**config.mk**
```make
export PLATFORM = sky130hd
export DESIGN_NAME = sd_read_arbiter
export DESIGN_NICKNAME = d
export VERILOG_FILES = /design/src/rtl/sd_read_arbiter.sv
export SDC_FILE = /design/constraint.sdc
export NUM_CORES = 1
export LEC_CHECK = 0
export CORE_ASPECT_RATIO = 0.8
export CORE_MARGIN = 4
export CORE_UTILIZATION = 45
export DETAILED_ROUTE_END_ITERATION = 10
export PLACE_DENSITY = 0.78
export SETUP_SLACK_MARGIN = 0.05
export SKIP_CTS_REPAIR_TIMING = 1
export SYNTH_ARGS = -nofsm -noshare
export SYNTH_HDL_FRONTEND = slang
export SYNTH_SLANG_ARGS = --single-unit
export TNS_END_PERCENT = 20
```
**constraint.sdc**
```tcl
create_clock -name clock -period 2.1 [get_ports clock]
set_input_delay 0.21 -clock clock [delete_from_list [all_inputs] [get_ports clock]]
set_output_delay 0.21 -clock clock [all_outputs]
set_load 0.05 [all_outputs]
```
**src/rtl/sd_read_arbiter.sv**
```systemverilog
// Round-robin arbiter sharing one SD block-read engine between requesters A and B.
// Optional watchdog enabled by defining SDARB_TIMEOUT_EN.
`timescale 1ns/1ps
module sd_read_arbiter #(
  parameter int unsigned BLOCK_BYTES    = 512,
  parameter int unsigned CNT_W          = 16,
  parameter int unsigned ADDR_W         = 32,
  parameter logic [23:0] TIMEOUT_CYCLES = 24'd2_000_000
) (
  input  logic              clock,
  input  logic              reset,
  input  logic              req_a,
  input  logic              req_b,
  input  logic [ADDR_W-1:0] addr_a,
  input  logic [ADDR_W-1:0] addr_b,
  input  logic [CNT_W-1:0]  count_a,
  input  logic [CNT_W-1:0]  count_b,
  output logic              ack_a,
  output logic              ack_b,
  output logic              done_a,
  output logic              done_b,
  output logic              err_a,
  output logic              err_b,
  output logic              push_a,
  output logic              push_b,
  output logic [7:0]        push_data,
  output logic              eng_start,
  output logic [ADDR_W-1:0] eng_addr,
  input  logic              eng_busy,
  input  logic              eng_valid,
  input  logic [7:0]        eng_data,
  output logic              busy,
  output logic              owner
);

  localparam logic [2:0] S_IDLE  = 3'd0;
  localparam logic [2:0] S_ISSUE = 3'd1;
  localparam logic [2:0] S_WAIT  = 3'd2;
  localparam logic [2:0] S_XFER  = 3'd3;
  localparam logic [2:0] S_NEXT  = 3'd4;
  localparam logic [2:0] S_DONE  = 3'd5;

  logic [2:0]        state_q, state_d;
  logic              last_grant_q, last_grant_d;
  logic              owner_q, owner_d;
  logic [ADDR_W-1:0] cur_addr_q, cur_addr_d;
  logic [CNT_W-1:0]  blk_left_q, blk_left_d;
  logic [15:0]       byte_cnt_q, byte_cnt_d;
  logic              mism_q, mism_d;
  logic              ack_a_q, ack_a_d, ack_b_q, ack_b_d;
  logic              done_a_q, done_a_d, done_b_q, done_b_d;
  logic              err_a_q, err_a_d, err_b_q, err_b_d;
  logic              push_a_q, push_a_d, push_b_q, push_b_d;
  logic [7:0]        push_data_q, push_data_d;
  logic              eng_start_q, eng_start_d;
  logic              grant_go, grant_sel, fail_now;
  logic              tmo_hit, tmo_err;

`ifdef SDARB_TIMEOUT_EN
  logic [23:0] tmo_cnt_q, tmo_cnt_d;
  logic        tmo_err_q, tmo_err_d;

  // Loaded with 1 on ISSUE so the count includes the eng_start cycle and
  // the registered done pulse lands exactly TIMEOUT_CYCLES after eng_start.
  assign tmo_hit = ((state_q == S_WAIT) || (state_q == S_XFER)) &&
                   (tmo_cnt_q == TIMEOUT_CYCLES - 24'd1);
  assign tmo_err = tmo_err_q;

  always_comb begin
    tmo_cnt_d = tmo_cnt_q;
    tmo_err_d = tmo_err_q;
    if (state_q == S_ISSUE) begin
      tmo_cnt_d = 24'd1;
    end else if ((state_q == S_WAIT) || (state_q == S_XFER)) begin
      if (tmo_hit) tmo_err_d = 1'b1;
      else         tmo_cnt_d = tmo_cnt_q + 24'd1;
    end else if (state_q == S_DONE) begin
      tmo_err_d = 1'b0;
    end
  end

  always_ff @(posedge clock) begin
    if (reset) begin
      tmo_cnt_q <= '0;
      tmo_err_q <= 1'b0;
    end else begin
      tmo_cnt_q <= tmo_cnt_d;
      tmo_err_q <= tmo_err_d;
    end
  end
`else
  logic unused_tmo;
  assign unused_tmo = ^TIMEOUT_CYCLES;
  assign tmo_hit    = 1'b0;
  assign tmo_err    = 1'b0;
`endif

  always_comb begin
    state_d      = state_q;
    last_grant_d = last_grant_q;
    owner_d      = owner_q;
    cur_addr_d   = cur_addr_q;
    blk_left_d   = blk_left_q;
    byte_cnt_d   = byte_cnt_q;
    mism_d       = mism_q;
    push_data_d  = push_data_q;
    ack_a_d      = 1'b0;
    ack_b_d      = 1'b0;
    done_a_d     = 1'b0;
    done_b_d     = 1'b0;
    err_a_d      = 1'b0;
    err_b_d      = 1'b0;
    push_a_d     = 1'b0;
    push_b_d     = 1'b0;
    eng_start_d  = 1'b0;
    grant_go     = 1'b0;
    grant_sel    = 1'b0;
    fail_now     = mism_q | tmo_err;

    // Bytes are only steered once a block has been started; in IDLE they are dropped.
    if (eng_valid && (state_q != S_IDLE) && (state_q != S_ISSUE)) begin
      push_a_d    = ~owner_q;
      push_b_d    = owner_q;
      push_data_d = eng_data;
      byte_cnt_d  = byte_cnt_q + 16'd1;
    end

    case (state_q)
      S_IDLE: begin
        if (req_a && req_b) begin
          grant_go  = 1'b1;
          grant_sel = ~last_grant_q;
        end else if (req_a || req_b) begin
          grant_go  = 1'b1;
          grant_sel = req_b;
        end
        if (grant_go) begin
          owner_d      = grant_sel;
          last_grant_d = grant_sel;
          ack_a_d      = ~grant_sel;
          ack_b_d      = grant_sel;
          cur_addr_d   = grant_sel ? addr_b : addr_a;
          blk_left_d   = grant_sel ? count_b : count_a;
          state_d      = ((grant_sel ? count_b : count_a) == '0) ? S_DONE : S_ISSUE;
        end
      end
      S_ISSUE: begin
        eng_start_d = 1'b1;
        byte_cnt_d  = '0;
        state_d     = S_WAIT;
      end
      S_WAIT: begin
        if (tmo_hit)       state_d = S_DONE;
        else if (eng_busy) state_d = S_XFER;
      end
      S_XFER: begin
        if (tmo_hit)        state_d = S_DONE;
        else if (!eng_busy) state_d = S_NEXT;
      end
      S_NEXT: begin
        if (byte_cnt_q != 16'(BLOCK_BYTES)) mism_d = 1'b1;
        cur_addr_d = cur_addr_q + ADDR_W'(BLOCK_BYTES);
        blk_left_d = blk_left_q - CNT_W'(1);
        state_d    = (blk_left_q == CNT_W'(1)) ? S_DONE : S_ISSUE;
      end
      S_DONE: begin
        done_a_d = ~owner_q;
        done_b_d = owner_q;
        err_a_d  = ~owner_q & fail_now;
        err_b_d  = owner_q & fail_now;
        mism_d   = 1'b0;
        state_d  = S_IDLE;
      end
      default: state_d = S_IDLE;
    endcase
  end

  always_ff @(posedge clock) begin
    if (reset) begin
      state_q      <= S_IDLE;
      last_grant_q <= 1'b1;
      owner_q      <= 1'b0;
      cur_addr_q   <= '0;
      blk_left_q   <= '0;
      byte_cnt_q   <= '0;
      mism_q       <= 1'b0;
      ack_a_q      <= 1'b0;
      ack_b_q      <= 1'b0;
      done_a_q     <= 1'b0;
      done_b_q     <= 1'b0;
      err_a_q      <= 1'b0;
      err_b_q      <= 1'b0;
      push_a_q     <= 1'b0;
      push_b_q     <= 1'b0;
      push_data_q  <= '0;
      eng_start_q  <= 1'b0;
    end else begin
      state_q      <= state_d;
      last_grant_q <= last_grant_d;
      owner_q      <= owner_d;
      cur_addr_q   <= cur_addr_d;
      blk_left_q   <= blk_left_d;
      byte_cnt_q   <= byte_cnt_d;
      mism_q       <= mism_d;
      ack_a_q      <= ack_a_d;
      ack_b_q      <= ack_b_d;
      done_a_q     <= done_a_d;
      done_b_q     <= done_b_d;
      err_a_q      <= err_a_d;
      err_b_q      <= err_b_d;
      push_a_q     <= push_a_d;
      push_b_q     <= push_b_d;
      push_data_q  <= push_data_d;
      eng_start_q  <= eng_start_d;
    end
  end

  assign ack_a     = ack_a_q;
  assign ack_b     = ack_b_q;
  assign done_a    = done_a_q;
  assign done_b    = done_b_q;
  assign err_a     = err_a_q;
  assign err_b     = err_b_q;
  assign push_a    = push_a_q;
  assign push_b    = push_b_q;
  assign push_data = push_data_q;
  assign eng_start = eng_start_q;
  assign eng_addr  = cur_addr_q;
  assign busy      = (state_q != S_IDLE);
  assign owner     = owner_q;

endmodule

```
==> flow_summary.ini, run 1 <==
[sta]
tns_ns = 0
tightest_slew_ns = 0.541
rsz0062_at_grt = false
hold_slack_ns = 0.165
hold_viol = 0
finalCriticalPeriod_ns = 1.91
max_freq_mhz = 523
setup_viol = 0
slew_headroom = 0.638
fin_crit_sh = 0.911
maxSlewViolCount = 0
worst_clock_skew_ns = 0.00736

[layout]
final_util = 0.686
nNetsFinal = 878
final_cell_mix = 158 x clkdlybuf4s50_1, 86 x nand2_1, 84 x dfxtp_1, 43 x nor2_1, 39 x buf_4
synthToLayoutAreaGrowth_pct = 47.9
n_antenna_cell = 0
final_common_cell = clkdlybuf4s50_1
multi_input_comb_area_um2 = 2840
register_area_um2 = 1750
drive_gt1_frac = 0.121
fillers = 845

[route]
ant_nets = 0
wire_per_inst_um = 17.2
vias_per_cell = 5.93
drc = 0
dr.pass1.iters = 6
vias = 5380
drt_iter0_markers = 419
wirelength_um = 15600

[placed_design]
io_buffers = 160
hpwl_um = 11600
place_congestion = 0.894

[yosys]
synth_seq_area_share = 0.365
synth_top_area_share = 0.365
ys_ff_latch = 87
synth-edff-count = 0
syn_inst = 589
synthArstFlopShare = 0
synth.distinct_cells = 66
syn-num-nets = 704
synth_area_per_cell_um2 = 8.10
synth_area_leaders = dfxtp_1 37%, nand2_1 6.8%, a21oi_1 3.7%
yosysTopAreaCell = dfxtp_1
yosysWarnings = 0
ys.flop_type = dfxtp_1
syn_area_um2 = 4770

[die]
dieArea_um2 = 12300
die_height_um = 100
row_count = 33
die_w_um = 123
io_pins = 161
core_um2 = 10300
start_util = 0.464

[worst_setup_path]
crit_path_start_kind = register
startpoint = eng_addr[13]
critPathKind = reg2out
cp_max_fo = 7
crit_slowest_cell = clkdlybuf4s50_1
rr_startpoint = state_q[2]
cp_top_family = buffers and inverters
critPathMaxStageDelay_ns = 0.82
critPathArrivalTime_ns = 1.70
cp_cell_sequence = buf_4 -> clkdlybuf4s50_1
required_ns = 1.89
cp-end-kind = primary output
cp.buffers_inverters = 2

[grt]
grt_pass1_vias = 5142
antenna_found_initial = 0
gr-total-overflow = 0
grt_max_degree = 40
grtUsageTotal = 0.248
grt_pass1_wl_um = 24900

[pwr]
p_per_area_nw_per_um2 = 745
leakagePower_nw = 2.51
vdd_ir_drop_max_uv = 395

[clocking]
tritoncts = built
cts_inserted_buffers = 9
cts_root_buffer = clkbuf_16
cts_max_path_buffers = 2
cts.sinks = 87
clk_pin_slew_ns = 0.06
insertion_delay_ns = 0.34
htree_levels = 3

[outcome]
status = completed

[job]
drv_cap = 0

[min_path]
hold_path.class = in2reg
hp-start = reset
## Yosys cell counts (all sizes together) (12+ instances only)
cell type,instances
dfxtp,87
nand2,86
nor2,44
a21oi,35
clkbuf,26
nor4,24
a31oi,19
nand4,17
o21ai,17
inv,16
nor3,16
mux2,15
nand3,15
mux2i,14
buf,13
xnor2,12
## where the power goes
group	internal (mW)	switching, mW
clock	0.832	0.655
combinational	0.771	1.02
sequential	1.81	0.168
total	3.41	1.84
## area by class of cell
cell class	instances	area share
Sequential cell	87	0.247
Clock inverter	5	0.00479
Clock buffer	11	0.0344
Timing Repair Buffer	202	0.278
Tap cell	140	0.0248
Inverter	16	0.00852
Multi-Input combinational cell	447	0.402
## path summary, 6_finish.rpt
path	cells past startpoint	slack [ns]	endpoint
setup / recovery	2	0.19	eng_addr[13]
hold / removal	2	0.16	eng_start
setup reg to reg	4	0.22	eng_addr[24]
hold reg to reg	2	0.45	push_data[7]
## metrics by stage
stage / power (mW) / std cells / instance area [um2] / worst slack, ns
2_1_floorplan: 3.00 / 589 / 4770 / 0.0269
3_3_place_gp: 3.72 / 892 / 6770 / 0.0604
3_5_place_dp: 3.77 / 892 / 6770 / 0.0318
4_1_cts: 5.25 / 908 / 7050 / 0.179
5_1_grt: 5.50 / 908 / 7050 / 0.0902
6_report: 5.25 / 908 / 7050 / 0.187
## logic make-up after synthesis
group           share of synthesized area
buf+inv                            0.0467
fa+ha+maj                          0.0131
xor+xnor                           0.0257
mux                                0.0648
compound gates                      0.209
simple gates                        0.275
flops                               0.365
## layer usage
metal / global-route usage / vias up / wire length, um
met5: 0 / - / 0
met4: 0.0655 / 0 / 263
met3: 0.0513 / 27 / 1330
met2: 0.407 / 249 / 7300
met1: 0.333 / 2538 / 6690
li1: - / 2566 / -
## state kept, by name, indices dropped and copies added, names as in the netlist, 3 cells and up
signal,count
byte_cnt_q,16
push_data,8
state_q,3
blk_left_q,16
eng_addr,32
Note: power is estimated with default switching activity, not from simulation.
==> run 2, diff against run 1 <==
Settings changed: CTS_CLUSTER_DIAMETER set to 40.
==> results of run 2 <==
The final DEF is identical to that of run 1; final timing and power are the same.
